$ cat config.mk
export PLATFORM = sky130hd
export DESIGN_NAME = struct_svi_pattern_gen
export DESIGN_NICKNAME = d
export VERILOG_FILES = /design/src/rtl/struct_svi_pattern_gen_pkg.sv /design/src/rtl/struct_svi_pattern_gen_fifo.sv /design/src/rtl/struct_svi_pattern_gen.sv
export SDC_FILE = /design/constraint.sdc
export NUM_CORES = 1
export LEC_CHECK = 0
export CORE_ASPECT_RATIO = 1.2
export CORE_MARGIN = 2
export CORE_UTILIZATION = 60
export DETAILED_ROUTE_END_ITERATION = 10
export GPL_TIMING_DRIVEN = 0
export PLACE_DENSITY = 0.79
export SYNTH_ARGS = -nofsm -noshare
export SYNTH_HDL_FRONTEND = slang
export SYNTH_SLANG_ARGS = --single-unit
$ cat constraint.sdc
create_clock -name i_clk -period 3.7 [get_ports i_clk]
set_clock_uncertainty 0.1 [all_clocks]
set_input_delay 1.11 -clock i_clk [delete_from_list [all_inputs] [get_ports i_clk]]
set_output_delay 1.11 -clock i_clk [all_outputs]
set_load 0.05 [all_outputs]
$ cat src/rtl/struct_svi_pattern_gen_pkg.sv
// struct_svi_pkg: shared mode/state enums and channel-width helper for the pattern generator
package struct_svi_pkg;
  typedef enum logic [1:0] {CONST, COUNT, WALK, RSVD} mode_e;
  typedef enum logic [1:0] {IDLE, RUN, DRAIN} state_e;
  function automatic int ch_w(input int n);
    return n > 1 ? $clog2(n) : 1;
  endfunction
endpackage

$ cat src/rtl/struct_svi_pattern_gen_fifo.sv
// pkt_fifo: synchronous show-ahead FIFO holding packed packets
module pkt_fifo #(
  parameter int W = 8,
  parameter int DEPTH = 4,
  localparam int AW = $clog2(DEPTH)
) (
  input  logic          clk,
  input  logic          rst,
  input  logic          push,
  input  logic          pop,
  input  logic [W-1:0]  din,
  output logic [W-1:0]  dout,
  output logic          full,
  output logic          empty,
  output logic [AW:0]   count
);
  logic [W-1:0] mem [DEPTH];
  logic [AW-1:0] wp, rp;
  logic do_push, do_pop;
  assign full = count == (AW+1)'(DEPTH);
  assign empty = count == '0;
  assign do_push = push && !full;
  assign do_pop = pop && !empty;
  assign dout = mem[rp];
  always_ff @(posedge clk) begin
    if (rst) begin
      wp <= '0;
      rp <= '0;
      count <= '0;
    end else begin
      if (do_push) begin
        mem[wp] <= din;
        wp <= wp + 1'b1;
      end
      if (do_pop) rp <= rp + 1'b1;
      count <= count + (AW+1)'(do_push) - (AW+1)'(do_pop);
    end
  end
endmodule

$ cat src/rtl/struct_svi_pattern_gen.sv
// struct_svi_pattern_gen: multi-channel CONST/COUNT/WALK packet source behind a valid/ready FIFO
module struct_svi_pattern_gen
  import struct_svi_pkg::*;
#(
  parameter int DATA_W = 8,
  parameter int NUM_CH = 4,
  parameter int SEQ_W = 8,
  parameter int DEPTH = 4,
  localparam int CH_W = ch_w(NUM_CH)
) (
  input  logic              i_clk,
  input  logic              i_rst,
  input  logic              i_en,
  input  logic [1:0]        i_mode,
  input  logic [DATA_W-1:0] i_const,
  input  logic              i_ready,
  output logic              o_valid,
  output logic [DATA_W-1:0] o_data,
  output logic [CH_W-1:0]   o_ch,
  output logic [SEQ_W-1:0]  o_seq,
  output logic              o_busy
);
  typedef struct packed {
    logic [CH_W-1:0]   ch;
    logic [SEQ_W-1:0]  seq;
    logic [DATA_W-1:0] data;
  } pkt_t;
  state_e state;
  mode_e mode;
  logic [DATA_W-1:0] cval;
  logic [CH_W-1:0] ptr;
  logic [SEQ_W-1:0] seq;
  logic [DATA_W-1:0] cnt [NUM_CH];
  logic [DATA_W-1:0] walk [NUM_CH];
  logic full, empty, push;
  logic [$clog2(DEPTH):0] count;
  pkt_t pkt_in, pkt_out;
  // full is the registered occupancy, so a same-cycle pop never frees a slot for a push
  assign push = state == RUN && !full;
  always_comb begin
    pkt_in.ch = ptr;
    pkt_in.seq = seq;
    pkt_in.data = mode == COUNT ? cnt[ptr] : mode == WALK ? walk[ptr] : cval;
  end
  pkt_fifo #(.W($bits(pkt_t)), .DEPTH(DEPTH)) u_fifo (
    .clk(i_clk), .rst(i_rst), .push(push), .pop(i_ready), .din(pkt_in),
    .dout(pkt_out), .full(full), .empty(empty), .count(count)
  );
  assign o_valid = !empty;
  assign {o_ch, o_seq, o_data} = empty ? '0 : pkt_out;
  assign o_busy = state != IDLE;
  always_ff @(posedge i_clk) begin
    if (i_rst) begin
      state <= IDLE;
      mode <= CONST;
      cval <= '0;
      ptr <= '0;
      seq <= '0;
      for (int i = 0; i < NUM_CH; i++) begin
        cnt[i] <= '0;
        walk[i] <= DATA_W'(1);
      end
    end else begin
      if (state == IDLE && i_en) begin
        state <= RUN;
        mode <= mode_e'(i_mode);
        cval <= i_const;
      end
      if (state == RUN && !i_en) state <= DRAIN;
      if (state == DRAIN && count == '0) state <= IDLE;
      if (push) begin
        ptr <= ptr == CH_W'(NUM_CH - 1) ? '0 : ptr + 1'b1;
        seq <= seq + 1'b1;
        if (mode == COUNT) cnt[ptr] <= cnt[ptr] + 1'b1;
        if (mode == WALK) walk[ptr] <= {walk[ptr][DATA_W-2:0], walk[ptr][DATA_W-1]};
      end
    end
  end
endmodule

Yosys cells after proc, flatten, opt, wreduce, memory -nomap -nowiden
Memories as Yosys holds them, arrays and structs flattened. A register that Yosys moved wholly into a read port is not among the register bits.
Index checks and enable logic that the tools add are counted.
{ "word_totals": {"regBits": 29, "latchBits": 0, "ram_bits": 136, "mem_bits_ro": 0, "in_bits": 14, "out_inout_bits": 20, "word_cells": 73, "mem_count": 3} }
{ "op_classes": {"add_sub_neg": 7, "multipliers": 0, "div": 0, "n_lt_le_gt_ge": 0, "eq_ne": 6, "shifts": 0, "mux": 31, "bitwise_logic": 0, "n_reduce_logical": 17} }
{ "memory_table": {"columns": ["name", "words", "width", "rd", "rd_clocked_by_memory_dff", "write_ports", "line_no", "source"], "rows": [
  ["u_fifo.mem", 4, 18, 1, 1, 1, "struct_svi_pattern_gen_fifo.sv:17", "logic [W-1:0] mem [DEPTH];"],
  ["cnt", 4, 8, 1, 1, 4, "struct_svi_pattern_gen.sv:33", "logic [DATA_W-1:0] cnt [NUM_CH];"],
  ["walk", 4, 8, 1, 1, 4, "struct_svi_pattern_gen.sv:34", "logic [DATA_W-1:0] walk [NUM_CH];"]
]} }
{ "op_table": {"columns": ["cell", "count"], "rows": [
  ["8-bit two-way mux", 4],
  ["2-bit two-way mux", 11],
  ["18-bit two-way mux", 1],
  ["8-bit by 1-bit adder with 8-bit output, second input constant", 2],
  ["8-bit OR reduction", 2],
  ["1-bit two-way mux", 15],
  ["2-bit by 1-bit adder with 2-bit output, second input constant", 3],
  ["2-bit equality test, second input constant", 3],
  ["1-bit logical AND", 6],
  ["2-bit by 1-bit equality test with 1-bit output, second input constant", 2],
  ["2-bit nonzero test", 2],
  ["3-bit by 1-bit adder with 3-bit output", 1],
  ["3-bit equality test, second input constant", 1],
  ["1-bit logical NOT", 3],
  ["3-bit logical NOT", 1],
  ["3-bit OR reduction", 1],
  ["3-bit by 1-bit subtractor with 3-bit output", 1],
  ["2-bit logical NOT", 1],
  ["2-bit OR reduction", 1]
]} }

Depth between registers and ports, before layout
{ "depth": {"ltp_word": 8, "mapped_depth": 9} }

Cells and area by module
A second synthesis with hierarchy kept.
{ "hier_totals": {"cells_unflattened": 510, "area_unflattened_um2": 7387.1} }
{ "modules_own_cells": {"columns": ["module", "instances", "cells_each", "area_each_um2", "seq_area_each_um2"], "rows": [
  ["struct_svi_pattern_gen", 1, 365, 4265.3, 2402.3],
  ["pkt_fifo", 1, 145, 3121.7, 2342.2]
]} }

Least setup slack after synthesis
Ideal clock, no wire load.
{ "synth_timing": {"path_type": "register to output", "startpoint": "register with a tool-made name", "endpoint": "output port o_ch[0]", "arrival_ns": 1.709, "path_slack_ns": 0.781, "path_stages_with_launch": 5, "path_cell_list": "dfxtp_1 > buf_2 > buf_2 > mux4_2 > and2_1"} }
{ "synth_lines": {"columns": ["item", "line_no", "source"], "rows": [
  ["to (decl)", "struct_svi_pattern_gen.sv:19", "output logic [CH_W-1:0] o_ch,"]
]} }

==> flow_metrics.py <==
metrics = {
    "grt": {
        "gr-total-overflow": 0,
        "first_pass_grt_wire_length_um": 22500,
        "grt_util_all_layers_pct": 22.9,
        "via_count_of_the_first_global_routing_pass": 4366,
        "grt_start_max_net_pins": 19,
        "antenna_found_initial": 0,
    },
    "routing": {
        "detail_route.vias_per_cell": 5.87,
        "initialDrtViolationCount": 238,
        "post-route-drc-count": 0,
        "finalWirelength_um": 14100,
        "vias": 4311,
        "drt.antenna.violating_nets": 0,
        "wire_per_inst_um": 19.2,
        "dr.pass1.iters": 5,
    },
    "flow_run": {
        "drv_cap": 0,
    },
    "worst_setup_path": {
        "critPathLaunchType": "register",
        "crit_path_max_fanout": 10,
        "worst_r2r_path_depth": 5,
        "worst-setup-path-type": "register to primary output",
        "cp.arrival_ns": 2.31,
        "critical_path.endpoint_type": "primary output",
        "required_arrival_time_at_the_worst_endpoint_ns": 2.49,
    },
    "synth": {
        "post_synthesis_cell_count": 511,
        "yosysSeqAreaShare_pct": 65.0,
        "synth_commonest_cells": "136 x sky130_fd_sc_hd__edfxtp_1, 69 x sky130_fd_sc_hd__nor2_1, 33 x sky130_fd_sc_hd__dfxtp_1, 30 x sky130_fd_sc_hd__nand2_1, 25 x sky130_fd_sc_hd__mux2i_1",
        "mean_syn_cell_area_sq_um": 14.3,
        "ys_async_sr_fraction_pct": 0,
        "syn_nets": 535,
        "synth.largest_area_cell": "sky130_fd_sc_hd__edfxtp_1",
        "synthTopCellsByArea": "sky130_fd_sc_hd__edfxtp_1 56%, sky130_fd_sc_hd__dfxtp_1 9.0%, sky130_fd_sc_hd__mux4_2 6.5%",
        "synth_edf_count": 136,
        "netlist_area_sq_um": 7300,
        "netlist.area_leader.share_pct": 55.9,
        "synth.lib_cells_used.distinct": 46,
        "ys.flop_type": "sky130_fd_sc_hd__edfxtp_1",
        "ys.warnings.count": 0,
        "yosys.cell_count.top_type": "sky130_fd_sc_hd__edfxtp_1",
        "synth.ff_latch_count": 169,
    },
    "floorplanning": {
        "initial_core_util_pct": 60.9,
        "die_width_um": 105,
        "count_of_standard_cell_rows": 44,
        "pin_count": 34,
        "fp.coreArea_sq_um": 12000,
        "die-area_sq_um": 13100,
        "die_y_um": 125,
    },
    "clock_network": {
        "clk_path_buf_depth": 2,
        "clockRootBuffer": "sky130_fd_sc_hd__clkbuf_16",
        "cts.htree.levels": 4,
        "post_cts.repair.setup_buffers": 0,
        "clock-sinks": 169,
        "cts_made_buffers": 17,
        "cts_tree": "yes",
        "clk_pin_slew_ns": 0.06,
        "clock_insertion_delay_worst_skew_ns": 0.43,
    },
    "placement": {
        "dpl-instance-area_sq_um": 7830,
        "place_ws_ns": -0.0533,
        "i_o_buffers": 32,
        "routabilityCongestion": 0.793,
        "hpwl_um": 9540,
    },
    "layout": {
        "layout.cell_area.non_filler_sq_um": 8420,
        "share_of_final_layout_standard_cells_stronger_than_drive_strength_1_pct": 14.1,
        "flow.area_growth_from_synthesis_pct": 15.4,
        "sequential_cell_area_sq_um": 4740,
        "fillers": 820,
        "antenna_cells": 0,
        "multiInputGateArea_sq_um": 2390,
        "finalNetCount": 585,
    },
    "power_and_ir_drop": {
        "finalPower_mw": 5.21,
        "power_density_nw_per_um2": 618,
        "peak_supply_drop_mv": 0.334,
        "power.leakage_nw": 3.02,
    },
    "timing": {
        "grt_setup_unrepaired": "false",
        "worst_slew_margin_pct": 34.2,
        "max_slew.worst_pin.slew_ns": 0.987,
        "fin_ws_ns": 0.178,
        "finalHoldViolCount": 0,
        "final_max_slew_viol_count": 0,
        "setup_total_negative_slack_ns": 0,
        "timing.final.crit_share_pct": 95.2,
        "achievable-frequency_ghz": 0.284,
        "min_period_ns": 3.52,
        "finalSetupViolations": 0,
    },
    "hold_path": {
        "min_path_cells": 2,
        "hold_path.class": "register to register",
    },
    "run_status": {
        "status": "finished clean",
    },
}
==> cell usage in the layout (no fill, tap or decap), types with 11 or more instances in the layout <==
cell type and instances:
sky130_fd_sc_hd__dfxtp_1 33, sky130_fd_sc_hd__a21oi_1 24, sky130_fd_sc_hd__clkbuf_1 14, sky130_fd_sc_hd__mux2i_1 25, sky130_fd_sc_hd__clkdlybuf4s50_1 14, sky130_fd_sc_hd__nor2_1 69
sky130_fd_sc_hd__mux4_2 21, sky130_fd_sc_hd__mux2_2 11, sky130_fd_sc_hd__edfxtp_1 136, sky130_fd_sc_hd__clkbuf_16 17, sky130_fd_sc_hd__nand2_1 30, sky130_fd_sc_hd__and2_1 23
==> worst paths after layout <==
| check | start | endpoint | slack [ns] |
|---|---|---|---|
| max | register | o_ch[0] | 0.18 |
| min reg2reg | u_fifo.wp[1]$_SDFFE_PP0N_ | u_fifo.wp[1]$_SDFFE_PP0N_ | 0.42 |
| min | u_fifo.wp[1]$_SDFFE_PP0N_ | u_fifo.wp[1]$_SDFFE_PP0N_ | 0.42 |
| max reg2reg | state[0]$_SDFFE_PP0P_ | cnt[1][2]$_SDFFCE_PN0P_ | 0.91 |
==> where the power goes <==
group	internal (mW)	total, mW	switching [mW]
clock network	1.02	1.75	0.725
registers	2.15	2.21	0.0560
logic	0.469	1.25	0.784
total	3.64	5.21	1.56
==> registers in the layout (all words and copies together), names as in the netlist, 3 cells and up, named ones only <==
signal        flops
walk             32
u_fifo.mem       72
cval              8
cnt              32
u_fifo.count      3
seq               8
==> cell families (layout without fill, tap and decap cells) <==
group	count (synthesis)	count (layout)	synth area share, %
flops	169	169	65.0
mux	62	62	13.4
simple gates	174	174	12.0
xor+xnor	14	14	1.68
compound gates	47	47	3.94
fa+ha+maj	10	10	1.82
buf+inv	35	98	2.24
==> area by class of cell <==
class	count	area share [%]
repair buffers	32	3.89
clock inverters	12	1.65
flip-flops and latches	169	56.3
clock buffers	20	5.30
multi-input cells	307	28.4
well taps	161	2.39
inverters	11	0.490
plain buffers	23	1.53
==> worst max-delay path, stage by stage, from the launching register on <==
cell and delay, ns:
sky130_fd_sc_hd__dfxtp_1 0.58, sky130_fd_sc_hd__clkbuf_2 0.36, sky130_fd_sc_hd__mux4_2 0.34, sky130_fd_sc_hd__and2_1 0.18, sky130_fd_sc_hd__dlygate4sd2_1 0.42
==> stage by stage <==
step | std cells | utilization [%] | hold WS (ns)
detailed placement | 704 | 65.2 | 0.404
global placement | 704 | 65.2 | 0.383
finish | 735 | 70.2 | 0.416
floorplan | 511 | - | 0.362
global route | 735 | 70.2 | 0.451
CTS | 735 | 70.0 | 0.412
==> per-layer routing <==
| metal | vias to the layer above | global-route usage (%) | wire length [um] |
|---|---|---|---|
| li1 | 1993 | - | - |
| met1 | 2151 | 26.3 | 5420 |
| met2 | 143 | 42.2 | 7760 |
| met3 | 24 | 4.71 | 655 |
| met4 | 0 | 8.24 | 249 |
| met5 | - | 0 | 0 |
==> timing repair <==
action	4_1_cts	5_1_grt
hold buffers	0	0
endpoints found under the hold margin	0	0
resized for setup	13	9
setup endpoints to repair	10	12
Note: power is estimated with default switching activity, not from simulation.
